## src/rtl/acc_pkg.sv

```systemverilog
// Shared types and helpers for the byte-serial accumulator.
package acc_pkg;

   typedef enum logic [1:0] {
      IDLE = 2'd0,
      ADD  = 2'd1,
      OUT  = 2'd2
   } state_t;

   localparam int LANE_W = 8;

   // Operand byte presented to the adder for a given lane: lane 0 is the
   // operand itself, upper lanes are its zero or sign extension.
   function automatic logic [LANE_W-1:0] ext_lane(input logic [LANE_W-1:0] data,
                                                  input int                lane,
                                                  input logic              signed_mode);
      if (lane == 0) return data;
      return (signed_mode && data[LANE_W-1]) ? {LANE_W{1'b1}} : {LANE_W{1'b0}};
   endfunction

endpackage

```

## src/rtl/acc_byte_serial_rca_8.sv

```systemverilog
// Combinational 8-bit ripple-carry adder used one byte lane at a time.
module rca_8 (
   input  logic [7:0] a,
   input  logic [7:0] b,
   input  logic       cin,
   output logic [7:0] s,
   output logic       cout
);

   logic [8:0] c;

   assign c[0] = cin;

   for (genvar g = 0; g < 8; g++) begin : g_fa
      assign s[g]   = a[g] ^ b[g] ^ c[g];
      assign c[g+1] = (a[g] & b[g]) | (c[g] & (a[g] ^ b[g]));
   end

   assign cout = c[8];

endmodule

```

## src/rtl/acc_byte_serial.sv

```systemverilog
// Byte-serial accumulator: folds 8-bit operands into an ACC_BYTES-wide sum,
// one lane per cycle through rca_8. Define ACC_SIGNED_EN for two's-complement operands.
module acc_byte_serial
   import acc_pkg::*;
#(
   parameter int ACC_BYTES = 2
) (
   input  logic                     clk,
   input  logic                     rst,
   input  logic                     in_valid,
   output logic                     in_ready,
   input  logic [7:0]               in_data,
   input  logic                     in_last,
   output logic                     sum_valid,
   input  logic                     sum_ready,
   output logic [8*ACC_BYTES-1:0]   sum_data,
   output logic                     sum_ovf
);

   localparam int              IDX_W   = (ACC_BYTES > 1) ? $clog2(ACC_BYTES) : 1;
   localparam logic [IDX_W-1:0] TOP_IDX = IDX_W'(ACC_BYTES - 1);

`ifdef ACC_SIGNED_EN
   localparam logic SIGNED_MODE = 1'b1;
`else
   localparam logic SIGNED_MODE = 1'b0;
`endif

   state_t                      state_q, state_d;
   logic [8*ACC_BYTES-1:0]      acc_q;
   logic [LANE_W-1:0]           op_q;
   logic                        last_q;
   logic [IDX_W-1:0]            idx_q;
   logic                        carry_q;
   logic                        ovf_q;

   logic [LANE_W-1:0]           a_lane, b_lane, add_s;
   logic                        add_cout;
   logic                        is_top;
   logic                        top_ovf;

   // Lane select for the shared adder.
   // NOTE: every always_comb output gets a default first so no path can infer a latch.
   always_comb begin
      a_lane = '0;
      b_lane = '0;
      for (int i = 0; i < ACC_BYTES; i++) begin
         if (idx_q == IDX_W'(i)) begin
            a_lane = acc_q[i*LANE_W +: LANE_W];
            b_lane = ext_lane(op_q, i, SIGNED_MODE);
         end
      end
   end

   rca_8 u_rca (
      .a    (a_lane),
      .b    (b_lane),
      .cin  (carry_q),
      .s    (add_s),
      .cout (add_cout)
   );

   assign is_top = (idx_q == TOP_IDX);

`ifdef ACC_SIGNED_EN
   assign top_ovf = (a_lane[LANE_W-1] == b_lane[LANE_W-1]) &&
                    (add_s[LANE_W-1] != a_lane[LANE_W-1]);
`else
   assign top_ovf = add_cout;
`endif

   // NOTE: sequential state uses non-blocking assignments so every register
   // samples pre-edge values regardless of statement order.
   always_ff @(posedge clk or posedge rst) begin
      if (rst) begin
         state_q <= IDLE;
      end else begin
         state_q <= state_d;
      end
   end

   always_comb begin
      state_d   = state_q;
      in_ready  = 1'b0;
      sum_valid = 1'b0;
      case (state_q)
         IDLE: begin
            in_ready = 1'b1;
            if (in_valid) state_d = ADD;
         end
         ADD: begin
            if (is_top) state_d = last_q ? OUT : IDLE;
         end
         OUT: begin
            sum_valid = 1'b1;
            if (sum_ready) state_d = IDLE;
         end
         default: state_d = IDLE;
      endcase
   end

   always_ff @(posedge clk or posedge rst) begin
      if (rst) begin
         acc_q   <= '0;
         op_q    <= '0;
         last_q  <= 1'b0;
         idx_q   <= '0;
         carry_q <= 1'b0;
         ovf_q   <= 1'b0;
      end else begin
         case (state_q)
            IDLE: begin
               if (in_valid) begin
                  op_q    <= in_data;
                  last_q  <= in_last;
                  idx_q   <= '0;
                  carry_q <= 1'b0;
               end
            end
            ADD: begin
               for (int i = 0; i < ACC_BYTES; i++) begin
                  if (idx_q == IDX_W'(i)) acc_q[i*LANE_W +: LANE_W] <= add_s;
               end
               carry_q <= add_cout;
               idx_q   <= idx_q + 1'b1;
               if (is_top) ovf_q <= ovf_q | top_ovf;
            end
            OUT: begin
               if (sum_ready) begin
                  acc_q <= '0;
                  ovf_q <= 1'b0;
               end
            end
            default: ;
         endcase
      end
   end

   assign sum_data = acc_q;
   assign sum_ovf  = ovf_q;

endmodule

```

## config.mk

```make
export PLATFORM = sky130hd
export DESIGN_NAME = acc_byte_serial
export DESIGN_NICKNAME = d
export VERILOG_FILES = /design/src/rtl/acc_pkg.sv /design/src/rtl/acc_byte_serial_rca_8.sv /design/src/rtl/acc_byte_serial.sv
export SDC_FILE = /design/constraint.sdc
export NUM_CORES = 1
export LEC_CHECK = 0
export BUFFER_PORTS_ARGS = -buffer_cell sky130_fd_sc_hd__buf_2
export CELL_PAD_IN_SITES_DETAIL_PLACEMENT = 1
export CELL_PAD_IN_SITES_GLOBAL_PLACEMENT = 1
export CORE_UTILIZATION = 39
export CTS_CLUSTER_DIAMETER = 120
export DETAILED_ROUTE_END_ITERATION = 6
export HOLD_SLACK_MARGIN = 0.06
export PLACE_DENSITY = 0.8
export SLEW_MARGIN = 0
export SYNTH_ARGS = -nofsm -noshare
export SYNTH_HDL_FRONTEND = slang
export SYNTH_SLANG_ARGS = --single-unit
```

## constraint.sdc

```tcl
create_clock -name clk -period 4.1 [get_ports clk]
set_input_delay 0.82 -clock clk [delete_from_list [all_inputs] [get_ports clk]]
set_output_delay 0.82 -clock clk [all_outputs]
set_load 0.1 [all_outputs]
```

### Word level (Yosys, flattened, before mapping)

Index checks and enable logic that the tools add are counted.
Widths: inputs -> output; s select.

* output and inout port bits: 19
* flip-flop bits (word level): 30
* word-level logic and storage cells: 85
* bits of input ports: 13

* equal/unequal tests: 6
* muxes and demuxes: 21
* bitwise gates (word level): 41
* reduce and logical (&&, ||, !) cells: 8
* add/subtract/negate cells: 1

Operators by type and width (number)
* $mux 8: 5
* $pmux 16 s2: 1
* $and 1x1->1: 16
* $mux 16: 1
* $xor 1x1->1: 16
* $or 1x1->1: 9
* $reduce_and 3->1: 3
* $mux 2: 4
* $ne 2x2->1 const B: 4
* $mux 1: 6
* $pmux 1 s2: 3
* $pmux 2 s3: 1
* $reduce_and 2->1: 2
* $reduce_bool 2->1: 2
* $eq 2x1->1 const B: 1
* $eq 2x2->1 const B: 1
* $logic_not 2->1: 1
* $add 1x1->1 const B: 1

### Depth between registers and ports, before layout

Gate-level depths: netlist of the first run.

* depth in word-level cells: 23
* mapped depth: 14
* mapped depth without buffers: 12

### By module

Synthesis of the first run repeated with hierarchy kept, for this count alone.

* cell total of the unflattened synthesis: 163
* area, all modules: 1755.4 um2

By module, submodules not included
* acc_byte_serial: cells each 145, seq. area each 750.7 um2, instances 1, area an instance 1557.7 um2
* rca_8: cells each 18, seq. area each 0.0 um2, instances 1, area an instance 197.7 um2

### Worst setup path after synthesis of the first run

No wires, ideal clock.

* kind: register -> register
* start point: register acc_q[8] (netlist: sum_data[8])
* end point: register acc_q[7] (netlist: sum_data[7])
* arrival: 4.296 ns
* cell stages (with the launch flop): 13
* setup time: 0.140 ns
* period minus slack after synthesis: 4.436 ns
* slack: -0.336 ns
* data required time: 3.960 ns
* cell sequence: dfrtp_1 > mux2i_1 > fa_1 > inv_1 > fa_1 > fa_1 > fa_1 > fa_1 > fa_1 > fa_1 > fa_1 > nor2b_1 > a211oi_2

* word-level cells in the longest chain between the ends: 19
* elaborated cells between the ends (all ways): 20
* those cells by class: 3 x mux; 17 x bitwise

Ends and longest elaborated chain
* start, declared: line acc_byte_serial.sv:30 `logic [8*ACC_BYTES-1:0] acc_q;`
* start signal, assigned by index: line acc_byte_serial.sv:122 `if (idx_q == IDX_W'(i)) acc_q[i*LANE_W +: LANE_W] <= add_s;`
* $mux 8 (*): line acc_byte_serial.sv:48 `if (idx_q == IDX_W'(i)) begin`
* $xor 1x1->1: line acc_byte_serial_rca_8.sv:16 `assign c[g+1] = (a[g] & b[g]) | (c[g] & (a[g] ^ b[g]));`
* $and 1x1->1: line acc_byte_serial_rca_8.sv:16
* $or 1x1->1 (*): line acc_byte_serial_rca_8.sv:16
* $and 1x1->1 (*): line acc_byte_serial_rca_8.sv:16
* $or 1x1->1 (*): line acc_byte_serial_rca_8.sv:16
* $and 1x1->1 (*): line acc_byte_serial_rca_8.sv:16
* $or 1x1->1 (*): line acc_byte_serial_rca_8.sv:16
* (+3 left out)
* $or 1x1->1 (*): line acc_byte_serial_rca_8.sv:16
* $and 1x1->1 (*): line acc_byte_serial_rca_8.sv:16
* $or 1x1->1 (*): line acc_byte_serial_rca_8.sv:16
* $and 1x1->1 (*): line acc_byte_serial_rca_8.sv:16
* $or 1x1->1 (*): line acc_byte_serial_rca_8.sv:16
* $xor 1x1->1 (*): line acc_byte_serial_rca_8.sv:15 `assign s[g] = a[g] ^ b[g] ^ c[g];`
* $mux 8 (*): line acc_byte_serial.sv:122
* $pmux 16 s2 (*): line acc_byte_serial.sv:111 `case (state_q)`

Every way passes the cells marked *; elsewhere a longest branch is shown, timed or not. The select of a mux whose other input is x is not followed.
A chain may end at the register's enable or synchronous reset.

### Worst setup path after layout of the first run

* start point: register idx_q
* end point: register acc_q[15] (netlist: sum_data[15])

* word-level cells in the longest chain between the ends: 19
* elaborated cells between the ends (all ways): 36
* those cells by class: 1 x eq/ne; 4 x mux; 30 x bitwise; 1 x reduce/logical

Ends and longest elaborated chain
* start, declared: line acc_byte_serial.sv:33 `logic [IDX_W-1:0] idx_q;`
* start signal, assigned: line acc_byte_serial.sv:125 `idx_q <= idx_q + 1'b1;`
* $mux 8: line acc_byte_serial.sv:48
* $xor 1x1->1: line acc_byte_serial_rca_8.sv:16
* $and 1x1->1: line acc_byte_serial_rca_8.sv:16
* $or 1x1->1: line acc_byte_serial_rca_8.sv:16
* $and 1x1->1: line acc_byte_serial_rca_8.sv:16
* $or 1x1->1: line acc_byte_serial_rca_8.sv:16
* $and 1x1->1: line acc_byte_serial_rca_8.sv:16
* $or 1x1->1: line acc_byte_serial_rca_8.sv:16
* (+3 left out)
* $or 1x1->1: line acc_byte_serial_rca_8.sv:16
* $and 1x1->1: line acc_byte_serial_rca_8.sv:16
* $or 1x1->1: line acc_byte_serial_rca_8.sv:16
* $and 1x1->1: line acc_byte_serial_rca_8.sv:16
* $or 1x1->1: line acc_byte_serial_rca_8.sv:16
* $xor 1x1->1: line acc_byte_serial_rca_8.sv:15
* $mux 8: line acc_byte_serial.sv:122
* $pmux 16 s2: line acc_byte_serial.sv:111

Parallel ways exist; a longest one is shown, timed or not. The select of a mux whose other input is x is not followed.

==> flow_metrics.py, run 1 <==
metrics = {
    "yosys": {
        "ys_seq_area_share_pct": 44.1,
        "syn_inst": 154,
        "ys_ff_latch": 30,
        "synth_area_leaders": "dfrtp_1, mux2_2, fa_1, a211oi_2, nor2b_1",
        "yosysTopAreaCellShare_pct": 44.1,
        "synth_nets": 175,
        "synth_top_area_cell": "dfrtp_1",
        "synth_area_sq_um": 1700,
        "syn-mean-instance-area_sq_um": 11.1,
        "yosys_warnings": 0,
        "ys_types": 24,
    },
    "die": {
        "initial_core_util_pct": 41.7,
        "die_h_microns": 68.1,
        "core-area_sq_um": 4090,
        "fp.dieW_microns": 68.1,
        "num_rows": 23,
        "die-area_sq_um": 4640,
        "ioPinCount": 32,
    },
    "critical_path": {
        "worstPathCellList": "mux2i_2, fa_2, inv_1, fa_2, fa_2, fa_2, fa_2, fa_2, fa_2, fa_1, nor2b_2, a211oi_2",
        "cp_slowest_cell": "fa_1",
        "start_kind": "flip-flop",
        "path_buf_inv": 1,
        "cpMostUsedCell": "fa_2",
        "r2r_start": "idx_q",
        "end_kind": "flip-flop",
        "critPathMaxFanout": 6,
        "worstPathArrival_ps": 4070,
        "slowest_delay_ps": 470,
        "cp_top_family": "adder cells",
        "setup.worst_path.start": "idx_q",
        "required_ps": 4230,
        "crit_type": "reg2reg",
    },
    "timing": {
        "hold_viol_final": 0,
        "maxSlewViolCount": 0,
        "max-slew-margin-rel_pct": 22.0,
        "rsz0062_at_grt": "false",
        "final.min_clock_period_ps": 3940,
        "worst_slew_pin_slew_ps": 1170,
        "max_clock_freq_mhz": 254,
        "clock_skew_ps": 5.18,
        "fin_crit_sh_pct": 96.0,
        "setup_viol_count_final": 0,
    },
    "detailed_routing": {
        "drtIter0Drc": 61,
        "top_layer_used": "met4",
        "ant_nets": 0,
        "first_pass_iters": 4,
        "vias": 1285,
        "wl_met1_mm": 1.90,
        "drc_errors": 0,
        "wl_met2_mm": 2.11,
        "drt-wirelength-per-cell_microns": 18.1,
        "via_per_inst": 5.49,
        "wl_met3_microns": 153,
        "routed_wl_mm": 4.24,
    },
    "placement": {
        "routabilityCongestion": 0.895,
        "dpl.hpwl_mm": 2.99,
        "io_buffers": 31,
        "place_area_sq_um": 1900,
    },
    "clocking": {
        "cts_buffer_depth": 2,
        "cts-buffers-inserted": 5,
        "cts.sinks": 30,
        "clk_pin_slew_ps": 60,
        "insertion_delay_ps": 280,
        "htreeDepth": 2,
        "post_cts_buffers": 0,
        "clockRootBuffer": "clkbuf_8",
        "cts_tree": "done",
    },
    "final_layout": {
        "n_fill_cell": 471,
        "design_area_sq_um": 1980,
        "mostFrequentLayoutCell": "buf_2",
        "final_cell_mix": "buf_2, dfrtp_1, nor2_1, a21oi_1, mux2_2",
        "nets": 204,
        "diodes": 0,
        "post_route_cells_drive_above_1_share_pct": 43.5,
        "syn2layout_area_growth_pct": 16.4,
    },
    "global_route": {
        "antenna_found_initial": 0,
        "grt_max_degree": 31,
        "gr-total-overflow": 0,
        "grt_usage_pct": 20.8,
        "grt_pass1_wl_mm": 6.75,
        "grt_pass1_vias": 1291,
    },
    "min_path": {
        "worstHoldPathType": "reg2reg",
        "min_from": "op_q[1]",
    },
    "status": {
        "status": "finished, final reports clean",
    },
    "flow_run": {
        "drv_cap": 0,
    },
}
==> state kept, by name, indices dropped and copies added (netlist names) <==
register	flops
sum_data	16
op_q	8
state_q	2
carry_q	1
idx_q	1
last_q	1
sum_ovf	1
==> through the flow <==
step | setup TNS (ps) | hold slack, ps | worst slack [ps] | util (%) | std cells
after detailed placement | -0.166 | 492 | -0.166 | 46.4 | 226
after global placement | 0 | 484 | 135 | 46.4 | 226
after global routing | 0 | 529 | 61.2 | 48.6 | 234
after CTS | 0 | 506 | 34.0 | 48.4 | 234
final | 0 | 500 | 162 | 48.6 | 234
after floorplan | 0 | 466 | 8.69 | - | 154
==> area by class of cell <==
class | count | area [sq um] | area share [%]
tap | 50 | 62.6 | 3.15
timing repair buffer | 32 | 163 | 8.20
inverter | 6 | 22.5 | 1.13
sequential | 30 | 757 | 38.1
multi-input combinational | 108 | 900 | 45.3
clock buffer | 8 | 80.1 | 4.04
==> Yosys cell counts <==
master,count
o21ai_0,1
fa_1,8
nor2_2,1
dfrtp_1,30
buf_2,8
mux2_2,16
inv_2,1
a311oi_2,1
nand2b_1,3
a21oi_1,19
buf_4,2
o2bb2ai_1,1
nor2b_1,16
nor2_1,19
nand2_1,3
and2_1,1
nor2_4,1
mux2i_1,1
a32o_1,1
inv_1,5
a311oi_1,1
a211oi_1,5
a211oi_2,9
o21bai_1,1
==> cells by family (layout without fill, tap and decap cells) <==
family,after synthesis,count (layout),synth area share (%)
AOI/OAI and AO/OA,39,39,17.6
and+or+nand+nor,44,44,13.2
buffers and inverters,16,46,4.55
muxes,17,17,11.2
adders and majority gates,8,8,9.40
DFF,30,30,44.1
==> timing repair <==
| item | in CTS | in global routing |
|---|---|---|
| gates resized for setup | 1 | 3 |
| endpoints found under the setup margin | 2 | 2 |
| cloned | 0 | 0 |
| hold endpoints to repair | 0 | 0 |
| hold buffers | 0 | 0 |
==> worst paths after layout <==
kind	end	slack (ps)	cells after the start
setup / recovery	sum_data[15]	160	12
hold / removal	op_q[1]	500	1
setup reg to reg	sum_data[15]	160	12
hold reg to reg	op_q[1]	500	1
max in group asynchronous	sum_data[0]	2480	2
min in group asynchronous	last_q	840	2
==> layer usage <==
layer,global-route usage (%),vias to the layer above
met2,32.1,27
met4,9.38,0
met5,0,-
li1,-,590
met1,27.4,663
met3,5.00,5
Power of run 1 is left out: the tool's default activity adds up to more than one toggle a clock period on the data nets, which glitch-free logic cannot reach.
==> run 2: changes to the inputs <==
--- a/config.mk
+++ b/config.mk
@@ -5,14 +5,14 @@
 export SDC_FILE = /design/constraint.sdc
 export NUM_CORES = 1
 export LEC_CHECK = 0
-export BUFFER_PORTS_ARGS = -buffer_cell sky130_fd_sc_hd__buf_2
 export CELL_PAD_IN_SITES_DETAIL_PLACEMENT = 1
 export CELL_PAD_IN_SITES_GLOBAL_PLACEMENT = 1
-export CORE_UTILIZATION = 39
+export CORE_UTILIZATION = 44
 export CTS_CLUSTER_DIAMETER = 120
 export DETAILED_ROUTE_END_ITERATION = 6
+export DONT_BUFFER_PORTS = 1
 export HOLD_SLACK_MARGIN = 0.06
-export PLACE_DENSITY = 0.8
+export PLACE_DENSITY = 0.79
 export SLEW_MARGIN = 0
 export SYNTH_ARGS = -nofsm -noshare
 export SYNTH_HDL_FRONTEND = slang
==> run 2 against run 1 <==
Register-to-register slack lost 40 ps. Core utilization up 4.3 points. Sequential share of layout area rose by 0.69 points. Die area down 11%. Via count shrank 5.3%. Critical endpoint unchanged. Final area is 1.8% lower. Critical path depth stayed put. Fmax shrank 0.98%. Clock skew rose by 1.8 ps. Setup slack lost 39 ps. First-iteration DRC count fell by 43%.
==> flow_metrics.py, run 2 (synthesis results as in run 1) <==
metrics = {
    "status": {
        "status": "finished, final reports clean",
    },
    "critical_path": {
        "cp_top_family": "adder cells",
        "cp_slowest_cell": "fa_1",
        "end_kind": "flip-flop",
        "start_kind": "flip-flop",
        "worstPathCellList": "mux2i_4, fa_2, inv_1, fa_2, fa_2, fa_2, fa_2, fa_2, fa_2, fa_1, nor2b_2, a211oi_2",
        "required_ps": 4240,
        "crit_type": "reg2reg",
        "cpMostUsedCell": "fa_2",
        "critPathMaxFanout": 5,
        "worstPathArrival_ps": 4120,
        "path_buf_inv": 1,
        "slowest_delay_ps": 460,
    },
    "final_layout": {
        "syn2layout_area_growth_pct": 14.4,
        "largest_reg_flops": 16,
        "n_fill_cell": 416,
        "final_cell_mix": "dfrtp_1, a21oi_1, nor2_1, mux2_2, nor2b_1",
        "diodes": 0,
        "final_util_pct": 52.8,
        "design_area_sq_um": 1950,
        "mostFrequentLayoutCell": "dfrtp_1",
        "nets": 186,
        "post_route_cells_drive_above_1_share_pct": 39.8,
    },
    "detailed_routing": {
        "drtIter0Drc": 35,
        "drt-wirelength-per-cell_microns": 20.3,
        "drc_errors": 0,
        "vias": 1217,
        "routed_wl_mm": 4.34,
        "via_per_inst": 5.69,
        "ant_nets": 0,
        "first_pass_iters": 4,
    },
    "placement": {
        "place_area_sq_um": 1830,
        "io_buffers": 0,
        "dpl.hpwl_mm": 3.22,
        "routabilityCongestion": 0.785,
        "dp_slack_ps": -51.0,
    },
    "clocking": {
        "cts-buffers-inserted": 5,
        "htreeDepth": 2,
        "cts_tree": "done",
        "cts_buffer_depth": 2,
        "clockRootBuffer": "clkbuf_8",
        "cts.sinks": 30,
        "clk_pin_slew_ps": 70,
        "insertion_delay_ps": 290,
        "ctsHoldBuffers": 0,
    },
    "timing": {
        "hold_viol_final": 0,
        "setup_viol_count_final": 0,
        "maxSlewViolCount": 0,
        "fin_crit_sh_pct": 97.0,
        "fin_ws_ps": 123,
        "max_clock_freq_mhz": 251,
        "clock_skew_ps": 7.01,
        "worst_slew_pin_slew_ps": 1110,
        "final.min_clock_period_ps": 3980,
        "max-slew-margin-rel_pct": 25.9,
        "rsz0062_at_grt": "false",
    },
    "die": {
        "die-area_sq_um": 4130,
        "core-area_sq_um": 3690,
        "num_rows": 22,
        "fp.dieW_microns": 64.2,
        "initial_core_util_pct": 46.2,
        "die_h_microns": 64.2,
        "ioPinCount": 32,
    },
    "global_route": {
        "antenna_found_initial": 0,
        "gr-total-overflow": 0,
        "grt_pass1_wl_mm": 7.09,
        "grt_max_degree": 31,
        "grt_usage_pct": 23.8,
        "grt_pass1_vias": 1404,
    },
    "flow_run": {
        "drv_cap": 0,
    },
    "min_path": {
        "worstHoldPathType": "reg2reg",
    },
}
==> run 2: cell count changes in the layout (fill, tap and decap cells not counted) <==
cell      change
buf_4        +13
clkbuf_8      +1
clkinv_2      +1
clkbuf_1      -2
mux2i_4       +1
buf_2        -31
mux2i_2       -1
nor2_2        +2
nor2_1        -2
==> run 2: timing repair <==
action,in CTS,in global routing
hold endpoints to repair,0,0
buffers inserted,1,0
pin swaps,0,1
setup endpoints to repair,2,2
resized for setup,1,4
==> run 2: per-layer routing <==
layer  vias up  share of wire, %  GRT usage, %
li1        553                 -             -
met1       625                40          27.4
met2        31                52          40.4
met3         8               5.7          8.04
met4         0               1.9          10.0
met5         -                 0             0
==> run 2: metrics by stage <==
| stage | setup TNS [ps] | cells | hold WS (ps) |
|---|---|---|---|
| global placement | 0 | 205 | 487 |
| floorplan | 0 | 154 | 466 |
| finish | 0 | 214 | 507 |
| detailed placement | -79.0 | 205 | 494 |
| CTS | 0 | 214 | 508 |
| global route | 0 | 214 | 524 |
==> run 2: cell type report <==
| class | instances | area (sq um) | area share, % |
|---|---|---|---|
| multi-input combinational | 108 | 913 | 46.9 |
| sequential | 30 | 757 | 38.8 |
| timing repair buffer | 14 | 105 | 5.39 |
| clock buffer | 7 | 86.3 | 4.43 |
| tap | 48 | 60.1 | 3.08 |
| inverter | 6 | 22.5 | 1.16 |
| clock inverter | 1 | 5.00 | 0.257 |
==> run 2: worst paths after layout <==
check,from,to,slack (ps),cells past startpoint
worst max-delay path,idx_q,sum_data[15],120,12
worst min-delay path,op_q[3],op_q[3],510,1
worst max register to register,idx_q,sum_data[15],120,12
worst min register to register,op_q[3],op_q[3],510,1
max in group asynchronous,rst,idx_q,2650,1
min in group asynchronous,rst,sum_data[7],710,1
Power of run 2 is left out for the same reason.
